==> config.mk <==
export PLATFORM = sky130hd
export DESIGN_NAME = mult_seq_ctrl_flat
export DESIGN_NICKNAME = d
export VERILOG_FILES = /design/src/rtl/mult_pkg.sv /design/src/rtl/mult_seq_ctrl_if.sv /design/src/rtl/mult_bit_counter.sv /design/src/rtl/mult_seq_ctrl.sv /design/src/flat_wrapper.sv
export SDC_FILE = /design/constraint.sdc
export NUM_CORES = 1
export LEC_CHECK = 0
export ABC_CLOCK_PERIOD_IN_PS = 2330
export BUFFER_PORTS_ARGS = -buffer_cell sky130_fd_sc_hd__buf_2
export CORE_AREA = 2 2 39 41
export DETAILED_ROUTE_END_ITERATION = 8
export DIE_AREA = 0 0 41 43
export PLACE_DENSITY_LB_ADDON = 0.08
export SLEW_MARGIN = 25
export SYNTH_ARGS = -nofsm -noshare
export SYNTH_HDL_FRONTEND = slang
export SYNTH_SLANG_ARGS = --single-unit
==> constraint.sdc <==
create_clock -name Clk -period 2.33 [get_ports Clk]
set_input_delay 0 -clock Clk [delete_from_list [all_inputs] [get_ports Clk]]
set_output_delay 0 -clock Clk [all_outputs]
set_load 0.1 [all_outputs]
==> src/rtl/mult_pkg.sv <==
// Shared types and constants for the shift-add multiplier sequencer.
package mult_pkg;

    typedef enum logic [2:0] {
        IDLE   = 3'd0,
        CLEAR  = 3'd1,
        TEST   = 3'd2,
        ADDSUB = 3'd3,
        SHIFT  = 3'd4,
        HOLD   = 3'd5
    } mult_state_t;

    // mode_q value that selects two's-complement handling (sign into X, subtract on last bit)
    localparam logic MODE_SIGNED = 1'b1;

    // Bit-counter width: must be able to hold the saturated value WIDTH
    function automatic int cnt_width(input int w);
        return $clog2(w + 1);
    endfunction

endpackage

==> src/rtl/mult_seq_ctrl_if.sv <==
// Handshake and strobe bundle between the multiplier sequencer and its datapath.
interface mult_seq_ctrl_if #(
    parameter int WIDTH = 8
);
    import mult_pkg::*;

    localparam int CW = cnt_width(WIDTH);

    logic          Run;
    logic          ClearA_LoadB;
    logic          Signed_Mode;
    logic          M;
    logic          Clr_Ld;
    logic          ClearA;
    logic          Add;
    logic          Sub;
    logic          Shift;
    logic          Busy;
    logic          Done;
    logic [CW-1:0] Count;

    modport master (
        input  Run, ClearA_LoadB, Signed_Mode, M,
        output Clr_Ld, ClearA, Add, Sub, Shift, Busy, Done, Count
    );

    modport slave (
        output Run, ClearA_LoadB, Signed_Mode, M,
        input  Clr_Ld, ClearA, Add, Sub, Shift, Busy, Done, Count
    );

endinterface

==> src/rtl/mult_bit_counter.sv <==
// Bit counter for the multiplier sequencer: clears at run start, counts shifts,
// saturates at WIDTH and flags the final bit.
module mult_bit_counter
    import mult_pkg::*;
#(
    parameter int WIDTH = 8,
    localparam int CW = cnt_width(WIDTH)
) (
    input  logic          Clk,
    input  logic          Reset,
    input  logic          clear,
    input  logic          inc,
    output logic          last,
    output logic [CW-1:0] count
);

    logic [CW-1:0] count_q;

    always_ff @(posedge Clk or posedge Reset) begin
        if (Reset) begin
            count_q <= '0;
        end else if (clear) begin
            count_q <= '0;
        end else if (inc && (count_q != CW'(WIDTH))) begin
            count_q <= count_q + CW'(1);
        end
    end

    assign last  = (count_q == CW'(WIDTH - 1));
    assign count = count_q;

endmodule

==> src/rtl/mult_seq_ctrl.sv <==
// Counter-driven Moore sequencer for the shift-add multiplier: one TEST/SHIFT
// pair per operand bit, an ADDSUB step when the multiplier LSB is set.
module mult_seq_ctrl
    import mult_pkg::*;
#(
    parameter int WIDTH = 8
) (
    input  logic           Clk,
    input  logic           Reset,
    mult_seq_ctrl_if.master bus
);

    localparam int CW = cnt_width(WIDTH);

    localparam logic [2:0] ST_IDLE   = IDLE;
    localparam logic [2:0] ST_CLEAR  = CLEAR;
    localparam logic [2:0] ST_TEST   = TEST;
    localparam logic [2:0] ST_ADDSUB = ADDSUB;
    localparam logic [2:0] ST_SHIFT  = SHIFT;
    localparam logic [2:0] ST_HOLD   = HOLD;

    if ((WIDTH < 2) || (WIDTH > 32)) begin : g_bad_width
        $error("mult_seq_ctrl: WIDTH must be in 2..32");
    end

    logic [2:0]    state_q, state_d;
    logic          mode_q;
    logic          last;
    logic [CW-1:0] count;

    mult_bit_counter #(
        .WIDTH (WIDTH)
    ) u_bit_counter (
        .Clk   (Clk),
        .Reset (Reset),
        .clear (state_q == ST_CLEAR),
        .inc   (state_q == ST_SHIFT),
        .last  (last),
        .count (count)
    );

    always_ff @(posedge Clk or posedge Reset) begin
        if (Reset) begin
            state_q <= ST_IDLE;
            mode_q  <= 1'b0;
        end else begin
            state_q <= state_d;
            if ((state_q == ST_IDLE) && bus.Run) begin
                mode_q <= bus.Signed_Mode;
            end
        end
    end

    // HOLD waits for Run to drop so a held button cannot restart the run
    always_comb begin
        state_d = state_q;
        case (state_q)
            ST_IDLE:   if (bus.Run) state_d = ST_CLEAR;
            ST_CLEAR:  state_d = ST_TEST;
            ST_TEST:   state_d = bus.M ? ST_ADDSUB : ST_SHIFT;
            ST_ADDSUB: state_d = ST_SHIFT;
            ST_SHIFT:  state_d = last ? ST_HOLD : ST_TEST;
            ST_HOLD:   if (!bus.Run) state_d = ST_IDLE;
            default:   state_d = ST_IDLE;
        endcase
    end

    // Clr_Ld is gated by Reset because state_q already reads IDLE during reset
    always_comb begin
        bus.Clr_Ld = (state_q == ST_IDLE) && bus.ClearA_LoadB && !Reset;
        bus.ClearA = (state_q == ST_CLEAR);
        bus.Add    = (state_q == ST_ADDSUB) && !(last && (mode_q == MODE_SIGNED));
        bus.Sub    = (state_q == ST_ADDSUB) && last && (mode_q == MODE_SIGNED);
        bus.Shift  = (state_q == ST_SHIFT);
        bus.Busy   = (state_q == ST_CLEAR) || (state_q == ST_TEST) ||
                     (state_q == ST_ADDSUB) || (state_q == ST_SHIFT);
        bus.Done   = (state_q == ST_HOLD);
    end

    assign bus.Count = count;

endmodule

==> src/flat_wrapper.sv <==
// flat-port wrapper written by rule: the top's interface ports become plain ports
module mult_seq_ctrl_flat import mult_pkg::*;
#(
    parameter int WIDTH = 8
)
  (Clk, Reset, bus_Run, bus_ClearA_LoadB, bus_Signed_Mode, bus_M, bus_Clr_Ld, bus_ClearA, bus_Add, bus_Sub, bus_Shift, bus_Busy, bus_Done, bus_Count);
  mult_seq_ctrl_if #(.WIDTH(WIDTH)) bus_i ();
  input  logic Clk;
  input  logic Reset;
  input wire logic [$bits(bus_i.Run)-1:0] bus_Run;
  input wire logic [$bits(bus_i.ClearA_LoadB)-1:0] bus_ClearA_LoadB;
  input wire logic [$bits(bus_i.Signed_Mode)-1:0] bus_Signed_Mode;
  input wire logic [$bits(bus_i.M)-1:0] bus_M;
  output wire logic [$bits(bus_i.Clr_Ld)-1:0] bus_Clr_Ld;
  output wire logic [$bits(bus_i.ClearA)-1:0] bus_ClearA;
  output wire logic [$bits(bus_i.Add)-1:0] bus_Add;
  output wire logic [$bits(bus_i.Sub)-1:0] bus_Sub;
  output wire logic [$bits(bus_i.Shift)-1:0] bus_Shift;
  output wire logic [$bits(bus_i.Busy)-1:0] bus_Busy;
  output wire logic [$bits(bus_i.Done)-1:0] bus_Done;
  output wire logic [$bits(bus_i.Count)-1:0] bus_Count;
  assign bus_i.Run = bus_Run;
  assign bus_i.ClearA_LoadB = bus_ClearA_LoadB;
  assign bus_i.Signed_Mode = bus_Signed_Mode;
  assign bus_i.M = bus_M;
  assign bus_Clr_Ld = bus_i.Clr_Ld;
  assign bus_ClearA = bus_i.ClearA;
  assign bus_Add = bus_i.Add;
  assign bus_Sub = bus_i.Sub;
  assign bus_Shift = bus_i.Shift;
  assign bus_Busy = bus_i.Busy;
  assign bus_Done = bus_i.Done;
  assign bus_Count = bus_i.Count;
  mult_seq_ctrl #(.WIDTH(WIDTH)) u_core (.Clk(Clk), .Reset(Reset), .bus(bus_i));
endmodule
==> results of run 1 <==
==> cell usage in the layout (no fill, tap or decap) <==
cell type / n
nor3_1: 1
dfrtp_1: 8
a21oi_2: 1
and3_1: 1
ha_1: 2
inv_1: 6
a31o_2: 1
nand2_1: 6
or2b_1: 1
o21ai_0: 1
nand4_1: 1
nand3b_1: 2
and3_2: 1
and3b_1: 1
mux2_2: 2
nor3b_4: 1
nor2_1: 2
nor2_4: 1
nand2_2: 1
dlygate4sd3_1: 2
nand3_1: 1
o22ai_1: 1
and2_1: 1
or3_2: 1
mux2i_1: 3
o2bb2ai_1: 1
o32ai_1: 1
buf_2: 16
o211ai_1: 1
or3b_4: 1
o21a_1: 1
clkbuf_4: 3
==> area by class of cell <==
class	instances	area [um2]
Timing Repair Buffer	18	100.1
Sequential cell	8	200.2
Inverter	6	22.52
Multi-Input combinational cell	38	291.5
Tap cell	16	20.02
Fill cell	143	726.9
Clock buffer	3	22.52
==> path summary, 6_finish.rpt <==
path | end | slack [ns] | depth (start not counted)
worst min-delay path | u_core.state_q[0]$_DFFE_PP0P_ | 0.07 | 3
max in group asynchronous | u_core.state_q[2]$_DFFE_PP0P_ | 1.84 | 3
worst min register to register | u_core.u_bit_counter.count[2]$_DFFE_PP0P_ | 0.52 | 1
min in group asynchronous | u_core.u_bit_counter.count[0]$_DFFE_PP0P_ | 0.25 | 3
worst max-delay path | bus_Sub | 0.56 | 5
worst max register to register | u_core.state_q[2]$_DFFE_PP0P_ | 0.97 | 4
==> state kept, by name, indices dropped and copies added (netlist names) <==
register	count
u_core.u_bit_counter.count	4
u_core.state_q	3
u_core.mode_q	1
==> cell families (layout without fill, tap and decap cells) <==
| family | Yosys count | in the layout | share of synthesized area [%] |
|---|---|---|---|
| buffers and inverters | 8 | 27 | 6.795 |
| and+or+nand+nor | 23 | 23 | 28.16 |
| AOI/OAI and AO/OA | 8 | 8 | 11.17 |
| adders and majority gates | 2 | 2 | 4.854 |
| muxes | 5 | 5 | 10.19 |
| DFF | 8 | 8 | 38.83 |
==> metrics by stage <==
step                      hold WS, ns  util [%]
after global routing          0.08707     47.47
after floorplan               -0.1791         -
final                         0.07233     47.47
after CTS                     0.06790     47.47
after global placement       -0.03149     44.39
after detailed placement     -0.02981     44.39
==> per-layer routing <==
layer,up-vias,track usage [%],routed length [um]
met3,0,1.571,49
met1,196,20.07,443
met5,-,0,0
met2,10,20.63,470
met4,0,6.000,0
li1,227,-,-
==> repair_timing <==
action | CTS | global route
resized for setup | 0 | 0
setup buffers | 0 | 0
hold endpoints to repair | 9 | 0
hold buffers | 2 | 0
==> worst max-delay path, cell delays in order (launching register included) <==
cell     delay [ns]
dfrtp_1        0.43
ha_1           0.21
and3b_1        0.25
nand2_1        0.11
nor2_4         0.10
buf_2          0.42
==> results.json, run 1 <==
{
  "status": "completed",
  "portBuffers": 16,
  "fin_crit_ns": 1.767,
  "nets": 83,
  "fin_ws_ns": 0.5631,
  "dieArea_um2": 1763,
  "drt-total-wl_um": 963,
  "maxClockFrequency_ghz": 0.5660,
  "num_antenna_cells": 0,
  "r2r-start": "u_core.u_bit_counter.count[0]$_DFFE_PP0P_",
  "tightest_slew_ns": 0.4875,
  "antenna_found_initial": 0,
  "synth-edff-count": 0,
  "placed_cells": 84,
  "io_pins": 17,
  "worstPathMaxFanout": 6,
  "drv_cap": 0,
  "drive_above_1_share_pct": 39.73,
  "start_util_pct": 37.25,
  "area_growth_pct": 27.43,
  "finalSetupViolCount": 0,
  "grt_pass1_vias": 416,
  "pre_cts_slack_ns": 0.8174,
  "placed_cell_area_um2": 614.3,
  "slew_viol_final": 0,
  "clkTransAtPathRegs_ns": 0.05,
  "crit_type": "reg -> out",
  "core-area_um2": 1384,
  "grt_pass1_wl_um": 1738,
  "fp.dieW_um": 41,
  "numCtsBuffers": 3,
  "rsz0062_at_grt": "no",
  "hold_viol_final": 0,
  "hold_path_startpoint": "bus_Run",
  "yosysSeqAreaShare_pct": 38.83,
  "critPathLaunchType": "register",
  "finClkSkew_ns": 0.004302,
  "synthArstFlopShare_pct": 100.0,
  "clockBufferDepth": 2,
  "hp-class": "in -> reg",
  "synth.largest_area_cell": "dfrtp_1",
  "required_ns": 2.33,
  "cts_tree": "yes",
  "drtPass1Iterations": 2,
  "final_cell_count_no_fill": 89,
  "clk_latency_ns": 0.24,
  "fin_crit_sh_pct": 75.83,
  "critPathLaunch": "u_core.u_bit_counter.count[0]$_DFFE_PP0P_",
  "final_area_um2": 656.9,
  "ant_nets": 0,
  "cts_sinks": 8,
  "synth_cells": 54,
  "grt_max_degree": 10,
  "setup_tns_ns": 0,
  "yosysMostFrequentCell": "dfrtp_1",
  "die_h_um": 43,
  "clockRootBuffer": "clkbuf_4",
  "synth_top_flop_cell": "dfrtp_1",
  "synth_area_um2": 515.5,
  "hpwl_um": 781.9,
  "overflow": 0,
  "htree_levels": 1,
  "vias_per_cell": 4.865,
  "wl_per_cell_um": 10.82,
  "yosys_warnings": 0,
  "syn_area_per_cell_um2": 9.546,
  "netlist-cell-type-count": 30,
  "drt_iter0_drc": 2,
  "arrival_ns": 1.77,
  "end_kind": "output pin",
  "synthTopCellsByCount": "dfrtp_1 (8), inv_1 (6), nand2_1 (6), mux2i_1 (3), nor2_1 (3)",
  "synth_area_leaders": "dfrtp_1 (39%), mux2i_1 (5.8%), ha_1 (4.9%)",
  "routabilityCongestion": 0.6513,
  "drc": 0,
  "row_count": 14,
  "track_usage_pct": 14.02,
  "ys_ff_latch": 8,
  "relSlewSlack_pct": 67.73,
  "syn_nets": 62,
  "num_vias": 433,
  "yosysTopAreaCellShare_pct": 38.83
}
Power of run 1 is not shown: default switching activity piles up to over one toggle a cycle in this logic, so the estimate is an artifact.
==> inputs of run 2 (changes only) <==
- ABC_CLOCK_PERIOD_IN_PS: 2330 -> 1450
- clock period: 2.33 -> 1.45 ns (I/O delays scaled with it)
==> run 2 against run 1 <==
Effect of this change: the run now ends with setup timing left; cell area up 43%; worst hold slack worse by 0.0068 ns; clock-buffer cell count unchanged; global-route usage up 4.5 points; non-clock buffer count up 12; first-iteration DRC count down 50%; utilization up 20 points; via count up 20%; clock skew down 0.0019 ns; critical path type unchanged; highest routed layer is now met4.
==> results.json, run 2 (synthesis gave the netlist of run 1 again) <==
{
  "status": "finished with violations",
  "violations": "setup timing",
  "drv_cap": 0,
  "portBuffers": 16,
  "rsz0062_at_grt": "yes",
  "num_antenna_cells": 0,
  "num_vias": 518,
  "start_util_pct": 37.25,
  "io_pins": 17,
  "hold_path_startpoint": "bus_Run",
  "drc": 0,
  "grt_pass1_vias": 526,
  "worstRegToRegCells": 6,
  "core-area_um2": 1384,
  "wl_per_cell_um": 13.67,
  "worstReg2RegEnd": "u_core.u_bit_counter.count[1]$_DFFE_PP0P_",
  "maxClockFrequency_ghz": 0.6690,
  "fp.dieW_um": 41,
  "crit_type": "reg -> out",
  "clkTransAtPathRegs_ns": 0.05,
  "drive_above_1_share_pct": 70.59,
  "largest_register_ffs": 4,
  "vias_per_cell": 5.129,
  "slew_viol_final": 0,
  "arrival_ns": 1.49,
  "drt-total-wl_um": 1381,
  "r2r-start": "u_core.u_bit_counter.count[1]$_DFFE_PP0P_",
  "htree_levels": 1,
  "area_growth_pct": 82.04,
  "r2r_slack_ns": -0.01,
  "final_common_cell": "buf_4",
  "hpwl_um": 889,
  "critPathLaunch": "u_core.u_bit_counter.count[0]$_DFFE_PP0P_",
  "drtPass1Iterations": 3,
  "crit_slowest_cell": "dfrtp_4",
  "path_cells": "ha_4 > and3b_2 > a21oi_4 > buf_12",
  "fillers": 115,
  "cts_sinks": 8,
  "hold_depth": 3,
  "fin_crit_sh_pct": 103.1,
  "row_count": 14,
  "dieArea_um2": 1763,
  "overflow": 0,
  "cts_tree": "yes",
  "pre_cts_slack_ns": 0.04755,
  "critPathLaunchType": "register",
  "worstPathMaxFanout": 3,
  "tightest_slew_ns": 0.4875,
  "grt_pass1_wl_um": 2159,
  "finClkSkew_ns": 0.002354,
  "clockBufferDepth": 2,
  "clockRootBuffer": "clkbuf_4",
  "drt_iter0_drc": 1,
  "clk_latency_ns": 0.25,
  "max_stage_delay_ns": 0.50,
  "hp-class": "in -> reg",
  "layout_common_cells": "buf_4 (11), buf_2 (9), buf_12 (7), nand2_1 (5), dfrtp_2 (5)",
  "numCtsBuffers": 3,
  "finalSetupViolCount": 3,
  "nets": 95,
  "required_ns": 1.45,
  "grt_max_degree": 10,
  "min_to": "u_core.state_q[2]$_DFFE_PP0P_",
  "track_usage_pct": 18.56,
  "antenna_found_initial": 0,
  "routabilityCongestion": 0.6748,
  "end_kind": "output pin",
  "fin_ws_ns": -0.04488,
  "fin_crit_ns": 1.495,
  "relSlewSlack_pct": 67.73,
  "ant_nets": 0,
  "hold_viol_final": 0,
  "die_h_um": 43
}
-- run 2: changes by cell type in the layout (fill, tap and decap cells not counted), moves of 2 or more --
cell,previous run,this run
buf_4,0,11
buf_12,0,7
buf_2,16,9
dfrtp_1,8,1
dfrtp_2,0,5
dfrtp_4,0,2
ha_1,2,0
inv_1,6,4
nor2_1,2,0
-- run 2: critical path, delay by kind of cell (launching register included) --
family                     cells  cell delay (ns)
DFF                            1             0.50
and+or+nand+nor                1             0.23
buffers and inverters          1             0.19
adders and majority gates      1             0.17
AOI/OAI and AO/OA              1             0.15
-- run 2: what timing repair did --
action | CTS | global route
hold endpoints to repair | 9 | 0
buffers inserted | 7 | 2
resized for setup | 4 | 7
setup endpoints to repair | 4 | 9
pin swaps | 3 | 1
gates cloned | 0 | 0
hold buffers | 2 | 0
-- run 2: routing by layer --
layer  global-route usage, %  vias up  part of all wire [%]
met3                   3.665        8                   3.7
li1                        -      251                     -
met4                   16.67        0                   4.3
met2                   27.19       15                    51
met5                       0        -                     0
met1                   21.26      244                    41
-- run 2: how the worst max path moves through the flow --
stage	to	slack, ns	cells past startpoint
2_1_floorplan	u_core.u_bit_counter.count[3]$_DFFE_PP0P_	-0.49	4
3_3_place_gp	u_core.u_bit_counter.count[1]$_DFFE_PP0P_	0.06	5
3_5_place_dp	u_core.u_bit_counter.count[1]$_DFFE_PP0P_	0.05	5
4_1_cts	bus_Add	-0.05	4
5_1_grt	bus_Add	-0.07	4
6_report	bus_Add	-0.04	4
-- run 2: layout make-up --
type                    instances  area (um2)  area share [%]
multi-input cells              38       356.6           38.00
repair buffers                 30       299.0           31.87
flip-flops and latches          8       214.0           22.80
inverters                       6       26.28           2.800
clock buffers                   3       22.52           2.400
well taps                      16       20.02           2.133
-- run 2: metrics by stage --
step                      cell area (um2)   TNS, ns  instances  utilization, %  hold WS (ns)
after floorplan                     581.8    -2.049         54               -       -0.1793
after global placement              790.8         0         87           57.14       0.02543
after detailed placement            790.8         0         87           57.14       0.02668
after CTS                           894.6  -0.09529         99           64.65       0.04754
after global routing                938.4   -0.3001        101           67.81       0.08609
final                               938.4  -0.05182        101           67.81       0.06549
Power of run 2 is left out for the same reason.
